<file path="config.mk">
export PLATFORM = sky130hd
export DESIGN_NAME = scalar_lsu
export DESIGN_NICKNAME = d
export VERILOG_FILES = /design/src/rtl/scalar_lsu_pkg.sv /design/src/rtl/scalar_lsu_rsp_fifo.sv /design/src/rtl/scalar_lsu.sv
export SDC_FILE = /design/constraint.sdc
export NUM_CORES = 1
export LEC_CHECK = 0
export CORE_MARGIN = 1.5
export CORE_UTILIZATION = 47
export CTS_CLUSTER_DIAMETER = 100
export CTS_CLUSTER_SIZE = 14
export DETAILED_ROUTE_END_ITERATION = 6
export GPL_TIMING_DRIVEN = 1
export PLACE_DENSITY = 0.92
export SYNTH_ARGS = -nofsm -noshare
export SYNTH_HDL_FRONTEND = slang
export SYNTH_SLANG_ARGS = --single-unit
</file>
<file path="constraint.sdc">
create_clock -name clk -period 5.2 [get_ports clk]
set_input_delay 0.52 -clock clk [delete_from_list [all_inputs] [get_ports clk]]
set_output_delay 0.52 -clock clk [all_outputs]
set_load 0.01 [all_outputs]
</file>
<file path="src/rtl/scalar_lsu_pkg.sv">
// Shared types for the scalar load/store unit: access sizes, response-FIFO entry, pending-load record
// and the byte-lane mask helper.
package scalar_lsu_pkg;

    typedef enum logic [1:0] {
        SIZE_BYTE = 2'd0,
        SIZE_HALF = 2'd1,
        SIZE_WORD = 2'd2,
        SIZE_RSVD = 2'd3
    } lsu_size_e;

    typedef struct packed {
        logic [31:0] data;
        logic [4:0]  tag;
        logic        err;
    } rsp_entry_t;

    typedef struct packed {
        logic [1:0] offset;
        lsu_size_e  size;
        logic       sext;
        logic [4:0] tag;
    } pend_t;

    // Reserved size falls through to a full-word mask.
    function automatic logic [3:0] lane_mask(input lsu_size_e size, input logic [1:0] offset);
        logic [3:0] mask;
        case (size)
            SIZE_BYTE: mask = 4'b0001 << offset;
            SIZE_HALF: mask = offset[1] ? 4'b1100 : 4'b0011;
            default:   mask = 4'b1111;
        endcase
        return mask;
    endfunction

endpackage

</file>
<file path="src/rtl/scalar_lsu_rsp_fifo.sv">
// Load-response FIFO. Two push ports written in order (port 0 is the older entry), one pop port;
// head entry and valid come straight from flops.
module scalar_lsu_rsp_fifo
    import scalar_lsu_pkg::*;
#(
    parameter int  DEPTH = 2,
    localparam int PW    = (DEPTH > 1) ? $clog2(DEPTH) : 1,
    localparam int CW    = $clog2(DEPTH + 1)
) (
    input  logic          clk,
    input  logic          rst_n,
    input  logic          push0_i,
    input  rsp_entry_t    entry0_i,
    input  logic          push1_i,
    input  rsp_entry_t    entry1_i,
    input  logic          pop_i,
    output logic          valid_o,
    output rsp_entry_t    entry_o,
    output logic [CW-1:0] count_o
);

    rsp_entry_t    mem_q [DEPTH];
    logic [PW-1:0] wr_ptr_q, wr_ptr_d, rd_ptr_q, rd_ptr_d, wr1_ptr;
    logic [CW-1:0] count_q, count_d;
    logic          pop_ok;

    function automatic logic [PW-1:0] ptr_inc(input logic [PW-1:0] p);
        return (p == PW'(DEPTH - 1)) ? '0 : p + 1'b1;
    endfunction

    assign pop_ok  = pop_i && (count_q != '0);
    assign wr1_ptr = push0_i ? ptr_inc(wr_ptr_q) : wr_ptr_q;

    always_comb begin
        wr_ptr_d = push1_i ? ptr_inc(wr1_ptr) : wr1_ptr;
        rd_ptr_d = pop_ok ? ptr_inc(rd_ptr_q) : rd_ptr_q;
        count_d  = count_q + CW'(push0_i) + CW'(push1_i) - CW'(pop_ok);
    end

    always_ff @(posedge clk or negedge rst_n) begin
        if (!rst_n) begin
            for (int i = 0; i < DEPTH; i++) begin
                mem_q[i] <= '0;
            end
            wr_ptr_q <= '0;
            rd_ptr_q <= '0;
            count_q  <= '0;
        end else begin
            if (push0_i) mem_q[wr_ptr_q] <= entry0_i;
            if (push1_i) mem_q[wr1_ptr]  <= entry1_i;
            wr_ptr_q <= wr_ptr_d;
            rd_ptr_q <= rd_ptr_d;
            count_q  <= count_d;
        end
    end

    assign valid_o = (count_q != '0);
    assign entry_o = mem_q[rd_ptr_q];
    assign count_o = count_q;

endmodule

</file>
<file path="src/rtl/scalar_lsu.sv">
// Scalar load/store unit: issues one request per cycle to a 1-cycle-latency scalar memory and
// returns load results through a credit-managed response FIFO. Optional SCALAR_LSU_MISALIGN_EN traps misaligned accesses.
module scalar_lsu
    import scalar_lsu_pkg::*;
#(
    parameter int AWIDTH    = 13,
    parameter int RSP_DEPTH = 2
) (
    input  logic        clk,
    input  logic        rst_n,
    input  logic        req_valid,
    output logic        req_ready,
    input  logic        req_we,
    input  logic [1:0]  req_size,
    input  logic        req_signed,
    input  logic [31:0] req_addr,
    input  logic [31:0] req_wdata,
    input  logic [4:0]  req_tag,
    output logic        rsp_valid,
    input  logic        rsp_ready,
    output logic [31:0] rsp_data,
    output logic [4:0]  rsp_tag,
    output logic        rsp_err,
    output logic        m_valid,
    input  logic        m_ready,
    output logic        m_we,
    output logic [3:0]  m_mask,
    output logic [31:0] m_addr,
    output logic [31:0] m_data,
    input  logic        m_rvalid,
    input  logic [31:0] m_rdata
);

    localparam int CW = $clog2(RSP_DEPTH + 1);

    if (RSP_DEPTH < 2) begin : g_bad_depth
        $error("scalar_lsu: RSP_DEPTH must be at least 2");
    end
    if (AWIDTH < 1 || AWIDTH > 30) begin : g_bad_awidth
        $error("scalar_lsu: AWIDTH must be within 1..30");
    end

    lsu_size_e     size;
    logic [1:0]    offset;
    logic          misaligned, accept, load_issue, err_push, rsp_push;
    logic [CW-1:0] fifo_count;
    logic [CW:0]   used;
    logic          inflight_q, inflight_d;
    pend_t         pend_q, pend_d;
    logic [7:0]    lane8;
    logic [15:0]   lane16;
    logic [31:0]   load_data;
    rsp_entry_t    load_entry, err_entry, head;
    logic          fifo_valid;

    assign size   = lsu_size_e'(req_size);
    assign offset = req_addr[1:0];

`ifdef SCALAR_LSU_MISALIGN_EN
    assign misaligned = ((size == SIZE_HALF) && offset[0]) ||
                        ((size == SIZE_WORD) && (offset != 2'b00)) ||
                        (size == SIZE_RSVD);
`else
    assign misaligned = 1'b0;
`endif

    // A credit covers both queued responses and the one load still waiting on memory.
    assign used       = {1'b0, fifo_count} + (CW+1)'(inflight_q);
    assign req_ready  = rst_n && m_ready && (used < (CW+1)'(RSP_DEPTH));
    assign accept     = req_valid && req_ready;
    assign load_issue = accept && !req_we && !misaligned;
    assign err_push   = accept && !req_we && misaligned;
    assign rsp_push   = inflight_q && m_rvalid;

    assign m_valid = accept && !misaligned;
    assign m_we    = req_we;
    assign m_addr  = {req_addr[31:2], 2'b00};
    assign m_mask  = lane_mask(size, offset);

    always_comb begin
        case (size)
            SIZE_BYTE: m_data = {4{req_wdata[7:0]}};
            SIZE_HALF: m_data = {2{req_wdata[15:0]}};
            default:   m_data = req_wdata;
        endcase
    end

    assign pend_d     = load_issue ? '{offset: offset, size: size, sext: req_signed, tag: req_tag} : pend_q;
    assign inflight_d = load_issue || (inflight_q && !m_rvalid);

    always_ff @(posedge clk or negedge rst_n) begin
        if (!rst_n) begin
            inflight_q <= 1'b0;
            pend_q     <= '0;
        end else begin
            inflight_q <= inflight_d;
            pend_q     <= pend_d;
        end
    end

    always_comb begin
        lane8  = m_rdata[{pend_q.offset, 3'b000} +: 8];
        lane16 = pend_q.offset[1] ? m_rdata[31:16] : m_rdata[15:0];
        case (pend_q.size)
            SIZE_BYTE: load_data = {{24{pend_q.sext & lane8[7]}}, lane8};
            SIZE_HALF: load_data = {{16{pend_q.sext & lane16[15]}}, lane16};
            default:   load_data = m_rdata;
        endcase
    end

    assign load_entry = '{data: load_data, tag: pend_q.tag, err: 1'b0};
    assign err_entry  = '{data: 32'd0, tag: req_tag, err: 1'b1};

    // The memory result belongs to an older request than a same-cycle trapped load, so it takes port 0.
    scalar_lsu_rsp_fifo #(
        .DEPTH (RSP_DEPTH)
    ) u_rsp_fifo (
        .clk      (clk),
        .rst_n    (rst_n),
        .push0_i  (rsp_push),
        .entry0_i (load_entry),
        .push1_i  (err_push),
        .entry1_i (err_entry),
        .pop_i    (rsp_valid && rsp_ready),
        .valid_o  (fifo_valid),
        .entry_o  (head),
        .count_o  (fifo_count)
    );

    assign rsp_valid = fifo_valid;
    assign rsp_data  = head.data;
    assign rsp_tag   = head.tag;
    assign rsp_err   = head.err;

endmodule

</file>
==> impl_results.md, run 1 <==
* Fin crit share at 0.642
* CTS tree: built
* Crit Path Max Fanout at 12
* Clk buf depth at 2
* Placed inst area at approximately 6600 sq um
* Total wire length at between 15 and 20 mm
* Number of enable flip-flop cells after synthesis at 0
* Distinct cells, synth at 44
* Fillers at roughly 920
* Status: complete, no violations
* Startpoint types: primary input
* DR WL/cell at a little under 20 um
* Antenna violations before repair at 0
* Maxcap violations at 0
* Static Leak at 2.95 nW
* Grt ovf at 0
* Worst EP arrival at 2.82 ns
* Setup CP Type: in -> out
* Placer Congestion at between 0.8 and 0.9
* Die area at roughly 12000 sq um
* Crit. End Element: output pin
* Slew margin rel. at 0.136
* PD cells at between 500 and 600 nW/um^2
* Clock sinks at about 90
* Initial core utilization at 0.486
* R2r setup slk at 2.43 ns
* Warnings, synthesis at 0
* Setup bufs post-CTS at 0
* Largest net degree at the start of global routing at 71
* Reg clk slew, reported paths at around 0.060 ns
* Rows at 38
* Post-synth top area share at 0.419
* Syn_area_per_cell at 9.37 sq um
* HPWL after detailed placement at roughly 12 mm
* Nets at a little under 800
* Ant diodes at 0
* Final Setup Violations at 0
* Hold WS at roughly 0.066 ns
* First-pass GRT wire length at ~24 mm
* Final std cells w/o fill at ~810
* Clock Skews at ~0.0094 ns
* Post-CTS sizing at 0
* Synth top area cells: dfrtp_1, mux2_2, nand2_1
* Clk root buf: clkbuf_16
* Vias/cell at about 5.8
* Final setup TNS at 0 ns
* Post-Syn Area at 5310 sq um
* Placed insts at between 700 and 800
* Die H at 109 um
* Vias in the first global route at ~4700
* Biggest area consumer among synthesized cells: dfrtp_1
* Worst Max-Slew Pin Slew at 1.29 ns
* H-tree levels at 3
* Slew Viols, Final at 0
* Sequential share of the synthesized area at 0.419
* Minimum clock period at between 3 and 4 ns
* Vias at roughly 4700
* Most instantiated library cell after synthesis: nand2_1
* # IOs at 221
* GRT Util Overall at 0.270
* Clk_lat worst skew at between 0.3 and 0.4 ns
* Share of cells above drive strength 1 at 0.174
* Core area at 10900 sq um
* TritonCTS buffer count at 9
* Worst hold-check path type: in -> async
* Fmax at 0.299 GHz
* Residual DRC count at 0
* Mapped Cells at 567
* Asr flop ratio synth at 1.00
* Ys flop type: dfrtp_1
* Peak VDD IR at roughly 0.29 mV
* Drt initial violations at around 510
* Design area at just under 7000 sq um
* #FFs+latches synth at slightly below 90
* Commonest cells in the netlist: nand2_1, dfrtp_1, mux2_2, nor2_1, buf_4
* DRT antenna net count at 0
* Critical Path RT at 4.68 ns
* Die W at around 110 um
* RSZ-0062 raised after global routing: false
* Final Hold Viols at 0
* Layout area overhead at 30.8%
* Hold_buf cts at 0
* Port Buf Inserts at ~160
* First-pass detailed-route iteration total at 5
-- routing by layer --
metal  vias to the layer above  GRT usage  share of wire
met2                       227      0.469           0.51
met4                         0      0.145          0.047
met1                      2266      0.304           0.36
met3                        58     0.0694          0.080
met5                         -          0              0
li1                       2108          -              -
-- report_power, final --
part           internal [W]  switching (W)  total [W]
logic              0.000985       0.000825    0.00181
clock network      0.000433       0.000265   0.000698
registers           0.00102       0.000270    0.00129
total               0.00244        0.00136    0.00380
-- cell families (layout without fill, tap and decap cells) --
logic type | after synthesis | in the layout | share of synthesized area
compound gates | 110 | 110 | 0.139
xor+xnor | 4 | 4 | 0.00660
fa+ha+maj | 2 | 2 | 0.00471
buf+inv | 89 | 185 | 0.0959
flops | 89 | 89 | 0.419
mux | 80 | 80 | 0.168
other cells | 1 | 3 | 0.000706
simple gates | 192 | 192 | 0.166
-- worst max-delay path, stage by stage --
cell and delay, ns:
clkdlybuf4s50_1 0.70, nor2_1 0.70, mux2_2 0.41, clkdlybuf4s50_1 0.48
-- per-stage QoR --
stage | worst slack (ns) | utilization | power, W
2_1_floorplan | 3.27 | - | 0.00234
3_3_place_gp | 1.96 | 0.606 | 0.00299
3_5_place_dp | 1.86 | 0.606 | 0.00309
4_1_cts | 1.85 | 0.635 | 0.00380
5_1_grt | 1.72 | 0.635 | 0.00403
6_report | 1.86 | 0.635 | 0.00380
-- cell type report --
| type | instances | area (sq um) | area share |
|---|---|---|---|
| Clock buffer | 11 | 243 | 0.0349 |
| Clock inverter | 5 | 78.8 | 0.0113 |
| Inverter | 6 | 22.5 | 0.00324 |
| Multi-Input combinational cell | 391 | 2580 | 0.372 |
| Sequential cell | 89 | 2230 | 0.321 |
| Tap cell | 140 | 175 | 0.0252 |
| Timing Repair Buffer | 163 | 1610 | 0.232 |
-- sequential cells by signal (all words and copies together), names as in the netlist --
name,count
u_rsp_fifo.count_o,2
load_entry,5
u_rsp_fifo.mem_q,74
u_rsp_fifo.rd_ptr_q,1
inflight_q,1
u_rsp_fifo.wr_ptr_q,1
pend_q,5
-- worst paths after layout --
kind,from,end,cells after the start
max,req_size[0],m_data[12],4
min,rst_n,u_rsp_fifo.mem_q[54]$_DFFE_PN0P_,1
max reg2reg,pend_q[9]$_DFFE_PN0P_,u_rsp_fifo.mem_q[60]$_DFFE_PN0P_,4
min reg2reg,u_rsp_fifo.mem_q[1]$_DFFE_PN0P_,u_rsp_fifo.mem_q[1]$_DFFE_PN0P_,2
max in group asynchronous,rst_n,u_rsp_fifo.mem_q[12]$_DFFE_PN0P_,2
min in group clk,u_rsp_fifo.mem_q[1]$_DFFE_PN0P_,u_rsp_fifo.mem_q[1]$_DFFE_PN0P_,2
-- layout by cell type (no fill, tap or decap), types with 6 or more instances in the layout --
master / Yosys / routed
clkdlybuf4s50_1: 0 / 156
nand2_1: 93 / 93
dfrtp_1: 89 / 89
mux2_2: 70 / 70
nor2_1: 50 / 50
a31oi_1: 32 / 32
a21oi_1: 25 / 25
o21ai_0: 22 / 22
nor2b_1: 12 / 12
nand2b_1: 10 / 10
mux2i_1: 9 / 9
clkbuf_16: 0 / 9
or2_2: 8 / 8
or4b_1: 7 / 7
o221ai_1: 7 / 7
a31o_2: 7 / 7
buf_4: 42 / 7
inv_1: 6 / 6
Power figures use the tool's default switching activity.
==> run 2, diff against run 1 <==
--- a/config.mk
+++ b/config.mk
@@ -6,12 +6,12 @@
 export NUM_CORES = 1
 export LEC_CHECK = 0
 export CORE_MARGIN = 1.5
-export CORE_UTILIZATION = 47
+export CORE_UTILIZATION = 39
 export CTS_CLUSTER_DIAMETER = 100
 export CTS_CLUSTER_SIZE = 14
 export DETAILED_ROUTE_END_ITERATION = 6
 export GPL_TIMING_DRIVEN = 1
-export PLACE_DENSITY = 0.92
+export PLACE_DENSITY = 0.82
 export SYNTH_ARGS = -nofsm -noshare
 export SYNTH_HDL_FRONTEND = slang
 export SYNTH_SLANG_ARGS = --single-unit
==> constraint.sdc (replaced) <==
create_clock -name clk -period 2.9 [get_ports clk]
set_input_delay 0.29 -clock clk [delete_from_list [all_inputs] [get_ports clk]]
set_output_delay 0.29 -clock clk [all_outputs]
set_load 0.01 [all_outputs]
==> impl_results.md, run 2 (same netlist as run 1, synthesis figures left out) <==
* Most frequent cells in the layout: clkdlybuf4s50_1, nand2_1, dfrtp_1, mux2_2, nor2_1
* Slew Viols, Final at 0 (unchanged)
* Static Leak at 2.98 nW (+1.0%)
* Crit. End Element: output pin
* Nets at 783 (+1.3%)
* Residual DRC count at 0 (unchanged)
* Initial core utilization at 0.401 (-0.0846)
* Critical Path RT at 2.61 ns (-2.07 ns)
* Area of the multi-input gates at 2580 sq um (unchanged)
* Reg2Reg Depth at 4 (unchanged)
* Clk root buf: clkbuf_16
* Post-CTS sizing at 0 (unchanged)
* Worst Max-Slew Pin Slew at 1.23 ns (-0.0622 ns)
* Final Hold Viols at 0 (unchanged)
* Die area at 14300 sq um (+20%)
* Most common cell after layout, fill and taps aside: clkdlybuf4s50_1
* Fmax at 0.409 GHz
* Fin crit share at 0.843
* R2r endpoint: u_rsp_fifo.mem_q[59]$_DFFE_PN0P_
* # IOs at 221 (unchanged)
* Setup bufs post-CTS at 0 (unchanged)
* Die H at 120 um (+9.5%)
* Worst EP arrival at 2.15 ns (-0.67 ns)
* Placer Congestion at 0.857 (-4.7%)
* Rows at 42 (+11%)
* Peak VDD IR at 0.394 mV (+36%)
* Clk_lat worst skew at 0.34 ns (about the same)
* Hold_buf cts at 0 (unchanged)
* Setup CP Type: reg -> out
* Final Util at 0.532 (-0.103)
* Vias/cell at 5.38 (-7.1%)
* Critical path's slowest cell: dfrtp_1
* Critical path, cell by cell: buf_12 > mux2_2 > clkdlybuf4s50_1
* Clock Skews at 0.00669 ns (-0.00269 ns)
* Drt initial violations at 353 (-31%)
* Share of cells above drive strength 1 at 0.184 (+0.00981)
* Clk buf depth at 2 (unchanged)
* Max stage delay on crit path at 0.66 ns (-0.04 ns)
* CTS tree: built
* R2r setup slk at 0.46 ns (-1.97 ns)
* DRT antenna net count at 0 (unchanged)
* Ant diodes at 0 (unchanged)
* RSZ-0062 raised after global routing: false
* Max reg flops at 74 (unchanged)
* Crit Path Max Fanout at 29 (+17)
* Core area at 13200 sq um (+21%)
* Top reg by flops: u_rsp_fifo.mem_q
* Fillers at 1141 (+24%)
* GRT Util Overall at 0.206 (-0.0639)
* Vias in the first global route at 4526 (-4.4%)
* DR WL/cell at 17.5 um (-11%)
* Antenna violations before repair at 0 (unchanged)
* HPWL after detailed placement at 11.0 mm (-4.3%)
* Final setup TNS at 0 ns (unchanged)
* PD cells at 955 nW/um^2 (+75%)
* Storage cell area at 2230 sq um (unchanged)
* Largest net degree at the start of global routing at 90 (+27%)
* Maxcap violations at 0 (unchanged)
* Slew margin rel. at 0.180 (+0.0440)
* Worst hold-check path type: in -> async
* Reg-to-Reg Start: pend_q[8]$_DFFE_PN0P_
* Vias at 4567 (-2.0%)
* TritonCTS buffer count at 9 (unchanged)
* Total wire length at 14.9 mm (-5.7%)
* Grt ovf at 0 (unchanged)
* Die W at 120 um (+9.5%)
* CP bufs+invs at 2 (unchanged)
* Final Setup Violations at 0 (unchanged)
* First-pass detailed-route iteration total at 5 (unchanged)
* Reg clk slew, reported paths at 0.06 ns (about the same)
* Worst path top cell family by delay: buffers and inverters
* Minimum clock period at ~2.4 ns
* First-pass GRT wire length at 23.1 mm (-5.2%)
* Status: complete, no violations
* Port Buf Inserts at 157 (unchanged)
* H-tree levels at 3 (unchanged)
* Clock sinks at 89 (unchanged)
* Layout area overhead at 32.6%
* Startpoint types: register
[run 2: stage by stage]
step	std cells	hold WS, ns	cell area, sq um	power (W)	worst slack, ns
after global routing	849	0.346	7040	0.00715	0.315
final	849	0.278	7040	0.00672	0.456
after floorplan	569	-0.00559	5320	0.00419	1.17
after global placement	835	0.454	6760	0.00547	0.550
after detailed placement	835	0.461	6760	0.00560	0.458
after CTS	849	0.322	7040	0.00675	0.441
[run 2: final cells by class]
cell class / count / area share
Timing Repair Buffer: 173 / 0.242
Multi-Input combinational cell: 391 / 0.367
Sequential cell: 89 / 0.316
Tap cell: 176 / 0.0313
Clock inverter: 3 / 0.00604
Inverter: 6 / 0.00320
Clock buffer: 11 / 0.0345
[run 2: how the worst max path moves through the flow]
stage	start	depth (start not counted)	to
floorplan	pend_q[9]$_DFFE_PN0P_	5	u_rsp_fifo.mem_q[21]$_DFFE_PN0P_
global placement	m_rdata[15]	5	u_rsp_fifo.mem_q[67]$_DFFE_PN0P_
detailed placement	m_rdata[23]	5	u_rsp_fifo.mem_q[71]$_DFFE_PN0P_
CTS	u_rsp_fifo.rd_ptr_q$_DFFE_PN0P_	3	rsp_data[6]
global route	pend_q[8]$_DFFE_PN0P_	4	u_rsp_fifo.mem_q[55]$_DFFE_PN0P_
finish	u_rsp_fifo.rd_ptr_q$_DFFE_PN0P_	3	rsp_data[24]
[run 2: power breakdown]
part,internal (W),total (W),leakage (nW),switching (W)
Combinational,0.00182,0.00331,1.74,0.00148
Sequential,0.00182,0.00228,1.11,0.000458
Clock,0.000680,0.00113,0.137,0.000452
Total,0.00433,0.00672,2.98,0.00240
[run 2: routing by layer]
metal	share of wire	vias to the layer above	global-route usage
li1	-	2120	-
met5	0	-	0
met1	0.39	2195	0.246
met3	0.070	46	0.0352
met2	0.50	206	0.353
met4	0.038	0	0.112
[run 2: worst register-to-register path: stages, from the launching register on]
cell and delay (ns):
dfrtp_1 0.60, nor2b_1 0.95, and3_4 0.37, a2111oi_4 0.10, a221oi_1 0.32
